File: src/rtl/rp8_exint_pkg.sv
// rp8_exint_pkg: shared types and constants for the rp8 external interrupt
// controller (sense encodings, register strobe indices, bit-7 positions).
package rp8_exint_pkg;

    typedef enum logic [1:0] {
        ISC_LOW  = 2'b00,
        ISC_ANY  = 2'b01,
        ISC_FALL = 2'b10,
        ISC_RISE = 2'b11
    } isc_t;

    // Strobe bit positions within io_re / io_we
    localparam int REG_EICR  = 0;
    localparam int REG_EIMSK = 1;
    localparam int REG_EIFR  = 2;
    localparam int REG_PCMSK = 3;

    // Pin-change enable lives in EIMSK bit 7, its flag in EIFR bit 7
    localparam int PCIE_BIT = 7;
    localparam int PCIF_BIT = 7;

    // True when the observed edge qualifies under the given sense mode.
    // Level mode never produces an edge hit.
    function automatic logic edge_hit(input isc_t isc, input logic rise, input logic fall);
        case (isc)
            ISC_ANY:  edge_hit = rise | fall;
            ISC_FALL: edge_hit = fall;
            ISC_RISE: edge_hit = rise;
            default:  edge_hit = 1'b0;
        endcase
    endfunction

endpackage

File: src/rtl/rp8_exint_edge.sv
// rp8_exint_edge: registers the previous pin values and reports per-bit
// rising/falling edges. Detection is held off until the arm bit has set on the
// first clock after reset, so pins that are already high at reset do not look
// like fresh edges against the zeroed history.
module rp8_exint_edge #(
    parameter int W = 1
) (
    input  logic         clk,
    input  logic         rst,
    input  logic [W-1:0] pin,
    output logic [W-1:0] rise,
    output logic [W-1:0] fall
);

    logic [W-1:0] prev;
    logic         arm;

    // Pin history and arm bit; arm stays 1 until the next reset
    // NOTE: clocked state uses non-blocking assignments so every register
    // samples the pre-edge values, independent of statement order.
    always_ff @(posedge clk or posedge rst) begin
        if (rst) begin
            prev <= '0;
            arm  <= 1'b0;
        end else begin
            prev <= pin;
            arm  <= 1'b1;
        end
    end

    assign rise = {W{arm}} &  pin & ~prev;
    assign fall = {W{arm}} & ~pin &  prev;

endmodule

File: src/rtl/rp8_exint.sv
// rp8_exint: external interrupt controller for the rp8 core.
// INW sense-configurable INTn lines plus one pin-change interrupt over a
// PDW-wide port. The pin-change block is built only when the macro
// RP8_EXINT_PCINT_EN is defined; otherwise PCMSK/PCIE/PCIF read 0 and
// irq[INW] is tied low.
module rp8_exint #(
    parameter int          INW = 2,
    parameter int          PDW = 8,
    parameter logic [5:0]  ADR = 6'h00
) (
    input  logic           clk,
    input  logic           rst,
    input  logic [3:0]     io_re,
    input  logic [3:0]     io_we,
    input  logic [7:0]     io_dw,
    output logic [7:0]     io_dr,
    input  logic [INW-1:0] ext_pin,
    input  logic [PDW-1:0] pc_pin,
    output logic [INW:0]   irq,
    input  logic [INW:0]   irq_ack
);

    import rp8_exint_pkg::*;

    // Register addressing is decoded upstream into io_re/io_we; ADR only has
    // to leave room for the four consecutive registers.
    if (INW < 1 || INW > 4 || PDW < 1 || PDW > 8 || ADR > 6'd60) begin : g_bad_param
        $error("rp8_exint: parameter out of range");
    end

    logic [2*INW-1:0] eicr;
    logic [INW-1:0]   eimsk;
    logic [INW-1:0]   intf;
    logic [INW-1:0]   intf_next;
    logic [INW-1:0]   level;
    logic [INW-1:0]   irq_ext;
    logic [INW-1:0]   ext_rise;
    logic [INW-1:0]   ext_fall;
    logic             pcie;
    logic             pcif;
    logic [PDW-1:0]   pcmsk;
    logic             irq_pc;
    logic             unused;

    rp8_exint_edge #(.W(INW)) u_ext_edge (
        .clk  (clk),
        .rst  (rst),
        .pin  (ext_pin),
        .rise (ext_rise),
        .fall (ext_fall)
    );

    // Configuration registers: EICR sense fields and EIMSK line enables
    always_ff @(posedge clk or posedge rst) begin
        if (rst) begin
            eicr  <= '0;
            eimsk <= '0;
        end else begin
            if (io_we[REG_EICR])  eicr  <= io_dw[2*INW-1:0];
            if (io_we[REG_EIMSK]) eimsk <= io_dw[INW-1:0];
        end
    end

    // INTn flag update: level mode pins the flag low, a qualifying edge sets
    // it, and only then does a write-1 or acknowledge clear it (set wins)
    // NOTE: every output of a combinational block gets a default before any
    // branch, so no path leaves it unassigned and no latch is inferred.
    always_comb begin
        intf_next = intf;
        level     = '0;
        irq_ext   = '0;
        for (int n = 0; n < INW; n++) begin
            level[n] = (isc_t'(eicr[2*n +: 2]) == ISC_LOW);
            if (level[n]) begin
                intf_next[n] = 1'b0;
                irq_ext[n]   = eimsk[n] & ~ext_pin[n];
            end else begin
                if (edge_hit(isc_t'(eicr[2*n +: 2]), ext_rise[n], ext_fall[n]))
                    intf_next[n] = 1'b1;
                else if ((io_we[REG_EIFR] & io_dw[n]) | irq_ack[n])
                    intf_next[n] = 1'b0;
                irq_ext[n] = eimsk[n] & intf[n];
            end
        end
    end

    // INTn flag storage
    always_ff @(posedge clk or posedge rst) begin
        if (rst) intf <= '0;
        else     intf <= intf_next;
    end

`ifdef RP8_EXINT_PCINT_EN
    logic [PDW-1:0] pc_rise;
    logic [PDW-1:0] pc_fall;

    rp8_exint_edge #(.W(PDW)) u_pc_edge (
        .clk  (clk),
        .rst  (rst),
        .pin  (pc_pin),
        .rise (pc_rise),
        .fall (pc_fall)
    );

    // Pin-change mask, enable and flag; a masked change beats a same-cycle clear
    always_ff @(posedge clk or posedge rst) begin
        if (rst) begin
            pcmsk <= '0;
            pcie  <= 1'b0;
            pcif  <= 1'b0;
        end else begin
            if (io_we[REG_PCMSK]) pcmsk <= io_dw[PDW-1:0];
            if (io_we[REG_EIMSK]) pcie  <= io_dw[PCIE_BIT];
            if (|((pc_rise | pc_fall) & pcmsk))
                pcif <= 1'b1;
            else if ((io_we[REG_EIFR] & io_dw[PCIF_BIT]) | irq_ack[INW])
                pcif <= 1'b0;
        end
    end

    assign irq_pc = pcie & pcif;
`else
    assign pcmsk  = '0;
    assign pcie   = 1'b0;
    assign pcif   = 1'b0;
    assign irq_pc = 1'b0;
`endif

    // Inputs that a given build or parameter set may leave partly unread
    assign unused = ^{io_dw, irq_ack, pc_pin};

    assign irq = {irq_pc, irq_ext};

    // Read mux: a register is visible only for a single one-hot read strobe
    always_comb begin
        io_dr = 8'h00;
        case (io_re)
            4'b0001: io_dr = 8'(eicr);
            4'b0010: io_dr = {pcie, 7'(eimsk)};
            4'b0100: io_dr = {pcif, 7'(intf)};
            4'b1000: io_dr = 8'(pcmsk);
            default: io_dr = 8'h00;
        endcase
    end

endmodule

File: config.mk
export PLATFORM = sky130hd
export DESIGN_NAME = rp8_exint
export DESIGN_NICKNAME = d
export VERILOG_FILES = /design/src/rtl/rp8_exint_pkg.sv /design/src/rtl/rp8_exint_edge.sv /design/src/rtl/rp8_exint.sv
export SDC_FILE = /design/constraint.sdc
export NUM_CORES = 1
export LEC_CHECK = 0
export BUFFER_PORTS_ARGS = -buffer_cell sky130_fd_sc_hd__buf_2
export CORE_UTILIZATION = 39
export DETAILED_ROUTE_END_ITERATION = 8
export GPL_TIMING_DRIVEN = 1
export HOLD_SLACK_MARGIN = 0.15
export PLACE_DENSITY = 0.81
export SETUP_SLACK_MARGIN = 0.15
export SKIP_CTS_REPAIR_TIMING = 1
export SLEW_MARGIN = 20
export SYNTH_ARGS = -nofsm -noshare
export SYNTH_HDL_FRONTEND = slang
export SYNTH_HIERARCHICAL = 1
export SYNTH_SLANG_ARGS = --single-unit
File: constraint.sdc
create_clock -name clk -period 1.3 [get_ports clk]
set_clock_uncertainty 0.2 [all_clocks]
set_input_delay 0.26 -clock clk [delete_from_list [all_inputs] [get_ports clk]]
set_output_delay 0.26 -clock clk [all_outputs]
set_load 0.1 [all_outputs]
; After elaboration in Yosys (flattened, before gate mapping)
; Index checks and enable logic that the tools add are counted.
[op_classes]
n_reduce_logical = 4
eq_ne = 9
mux = 13
bitwise_logic = 18
[op_table]
columns = cell, count
row1 = 4-bit case mux with 3 select lines, 1
row2 = 1-bit two-way mux, 10
row3 = 2-bit AND, 4
row4 = 2-bit equality test (second input constant), 4
row5 = 1-bit AND, 6
row6 = 1-bit case mux with 3 select lines, 2
row7 = 3-bit nonzero test, 2
row8 = 2-bit by 1-bit equality test with 1-bit output (second input constant), 2
row9 = 4-bit by 1-bit equality test with 1-bit output (second input constant), 1
row10 = 4-bit by 2-bit equality test with 1-bit output (second input constant), 1
row11 = 4-bit by 3-bit equality test with 1-bit output (second input constant), 1
row12 = 2-bit zero test, 2
row13 = 2-bit inverter, 2
row14 = 1-bit bitwise OR, 4
row15 = 1-bit inverter, 2
[word_totals]
input_bits = 31
out_inout_bits = 11
elab_cells = 50
ff_bits = 11

; Logic depth before layout (Yosys ltp)
[logic_depth]
ltp_word = 8
depth_mapped = 3
mapped_depth_nobuf = 3

; Modules after synthesis
; Netlist, hierarchy kept.
[by_module_without_submodules]
columns = mod, cells_each, area_per_inst_um2, instances
row1 = rp8_exint, 52, 504.2, 1
row2 = rp8_exint_edge, 9, 117.6, 1

; Worst setup path before layout
; OpenSTA, ideal clock, no wires.
[synth_timing]
path_type = in2out
from = input io_re[0]
to = output io_dr[0]
arrival_time_ns = 1.348
path_buffers = 0
stages = 2
setup_slack_ns = -0.508
t_required_ns = 0.840
path_cell_list = nor3b_1 -> a32o_1
[synth_between]
elab_chain_cells = 2
word_cells_on_any_way = 4
classes_between = eq/ne: 3 / mux: 1
[synth_rtl]
columns = element, line_no
row1 = "start, declared", rp8_exint.sv:13  ; input logic [3:0] io_re,
row2 = 4-bit by 3-bit equality test with 1-bit output (tied with other cells), rp8_exint.sv:137  ; case (io_re)
row3 = 4-bit case mux with 3 select lines (*), rp8_exint.sv:137
row4 = "end, declared", rp8_exint.sv:16  ; output logic [7:0] io_dr,
; Every way passes the cells marked *; elsewhere a longest branch is shown, timed or not.

; Final worst setup path
[layout_timing]
from = register eicr[0]
to = output irq[0]
[layout_between]
elab_chain_cells = 2
[layout_rtl]
columns = element, line_no
row1 = "start, declared", rp8_exint.sv:31  ; logic [2*INW-1:0] eicr;
row2 = "start signal, assigned", rp8_exint.sv:59  ; if (io_we[REG_EICR]) eicr <= io_dw[2*INW-1:0];
row3 = 2-bit zero test, rp8_exint.sv:73  ; level[n] = (isc_t'(eicr[2*n +: 2]) == ISC_LOW);
row4 = 1-bit two-way mux, rp8_exint.sv:74  ; if (level[n]) begin
row5 = "end, declared", rp8_exint.sv:19  ; output logic [INW:0] irq,
; Every way passes these cells.

==> results.md <==
* Nets at 136
* Total number of H-tree levels at 1
* Worst-skew pair later-pin latency at 270 ps
* GPL Wtd Cong at 0.835
* Hold crit path type: primary input to flop
* GR Util All Layers at 19.2%
* Via/cell ratio at 5.29
* Tmin final at 1810 ps
* Initial antenna violation count at 0
* Crit Path Class: flop to primary output
* CP Max Fanout at 3
* Initial Util at 41.8%
* HP Start: io_dw[2]
* Root buffer cell: clkbuf_4
* Maxcap violations at 0
* Synth area leaders: dfrtp_1 44%, mux2_2 11%, buf_4 6.0%, and3b_1 5.6%, nand2_1 3.6%
* Wire length per cell at 14.6 um
* 1st-pass router iterations at 4
* RR Startpoint: eicr[0]$_DFFE_PP0P_
* Clock tree buffer depth at 2
* Failing checks: negative setup slack
* Status: finished with violations
* Number of warnings issued by yosys at 6
* Critical Path Start: eicr[0]$_DFFE_PP0P_
* #FFs+latches synth at 11
* Pre-CTS setup slack at -439 ps
* DRC violations left at 0
* Total core area at 1490 um2
* Distinct cell type count after synthesis at 19
* Leak at 0.544 nW
* Final Cycle Share at 139%
* Worst-path clk slew at 70 ps
* RSZ-0062 raised after global routing: true
* Setup tns final at -2490 ps
* CTS tree: built
* Kind of start point of the critical path: flop
* Mapped Cells at 61
* Antenna viol nets, final at 0
* First-pass GRT wire length at 2520 um
* Slew Limit Fails at 0
* Share of cells above drive strength 1 at 60.6%
* Diode count at 0
* Post-layout util at 75.0%
* Die area at 1760 um2
* Final HPWL DP at 1160 um
* Setup ws final at -507 ps
* Top Usage Layer GRT: met2
* Placement Rows at 14
* Initial drt markers at 18
* Worst Path Buf+Inv at 2
* Cell Chain, Critical Path: buf_4 > nor2_4 > nand2_2 > o211a_4 > buf_12
* Share of the synthesized area in the top cell type at 44.3%
* Pwr Total at 0.00109 W
* Syn Area/Cell at 10.2 um2
* Grt met3 use at 4.35%
* CP arrival at 1350 ps
* Number of port buffers at 22
* Die X at 41.9 um
* Cell Area, Synth at 622 um2
* Cell Pwr Density at 972 nW/um2
* Io pins at 42
* CP max stage cell: dfrtp_1
* Final hold slack at 15.3 ps
* Vias at 635
* WL final at 1750 um
* Worst EP required at 840 ps
* Final setup fails at 6
* Area Overhead vs Synth at 79.7%
* Critical Path End Type: primary output
* Vias in the first global route at 601
* Yosys top cell by area: dfrtp_1
* # clock sinks at 11
* FMAX at 553 MHz
* VDD IR max at 742 uV
* Crit path largest cell delay at 390 ps
* TritonCTS Buffers at 3
* Largest net degree at the start of global routing at 9
* Final hold viol count at 0
* CP top delay family: flip-flops
* GR Overflow Total at 0
* Sequential area share after synthesis at 44.3%
* Met2 Use GR at 31.9%
* Met1 usage at 22.2%
* Die Span Y at 41.9 um
-- cell families after synthesis --
| kind of cell | after synthesis | share of synthesized area (%) |
|---|---|---|
| buffers and inverters | 10 | 9.06 |
| multiplexers | 6 | 10.9 |
| flip-flops | 11 | 44.3 |
| other | 2 | 1.21 |
| AND/OR/NAND/NOR | 20 | 18.5 |
| AO/OA/AOI/OAI | 12 | 16.1 |
-- per-layer routing --
metal | vias to the layer above | wire (um)
met1 | 301 | 652
met3 | 5 | 87
met4 | 0 | 44
met2 | 33 | 964
met5 | - | 0
li1 | 296 | -
-- area by class of cell --
class | instances | area [um2]
well taps | 16 | 20.0
clock buffers | 4 | 26.3
repair buffers | 40 | 358
inverters | 5 | 18.8
multi-input cells | 44 | 419
flip-flops and latches | 11 | 275
fillers | 112 | 372
-- worst paths after layout --
| kind | end | slack, ps | depth (start not counted) |
|---|---|---|---|
| worst max register to register | intf[0]$_DFFE_PP0P_ | 20 | 4 |
| max in group asynchronous | eicr[1]$_DFFE_PP0P_ | 390 | 3 |
| min in group asynchronous | u_ext_edge/arm$_DFF_PP0_ | 190 | 3 |
| worst max-delay path | irq[0] | -510 | 5 |
| worst min register to register | eimsk[1]$_DFFE_PP0P_ | 440 | 2 |
| worst min-delay path | eicr[2]$_DFFE_PP0P_ | 20 | 2 |
-- state kept, by name, indices dropped and copies added (netlist names) --
signal           cells
eicr                 4
eimsk                2
intf                 2
u_ext_edge/arm       1
u_ext_edge/prev      2
-- metrics by stage --
| step | std cells | cell area, um2 |
|---|---|---|
| CTS | 114 | 973 |
| global placement | 110 | 947 |
| floorplan | 65 | 704 |
| global route | 120 | 1120 |
| finish | 120 | 1120 |
| detailed placement | 110 | 947 |
-- synthesized netlist by cell type, drive strengths merged --
cell type	number
a22o	2
and3	2
a211oi	2
nand2	6
conb	2
nor2	3
inv	5
nor3b	1
a32o	2
and3b	4
a311oi	2
o211a	2
a21oi	2
nand3	2
nor2b	1
dfrtp	11
mux2	6
and2b	1
buf	5
-- power breakdown --
part	leakage [nW]	switching (W)	internal, W
sequential	0.132	0.0000210	0.000370
combinational	0.397	0.000263	0.000193
clock	0.0150	0.000119	0.000119
-- cell usage in the layout, fill, tap and decap left out --
cell            n
conb_1          6
a32o_4          2
nor3b_2         1
a311oi_1        1
buf_12          6
nor2_4          3
buf_6           4
nand2_1         3
buf_2          16
a22o_1          2
dfrtp_1        11
dlygate4sd3_1   3
nand3_1         2
and2b_1         1
and3b_1         4
a211oi_1        1
nand2_2         3
clkbuf_1        1
a21oi_1         1
a311oi_2        1
clkbuf_4        3
nor2b_4         1
mux2_2          3
o211a_4         2
a211oi_2        1
buf_4          11
inv_1           5
mux2_4          3
a21oi_2         1
and3_4          2
Note: power is estimated with default switching activity, not from simulation.
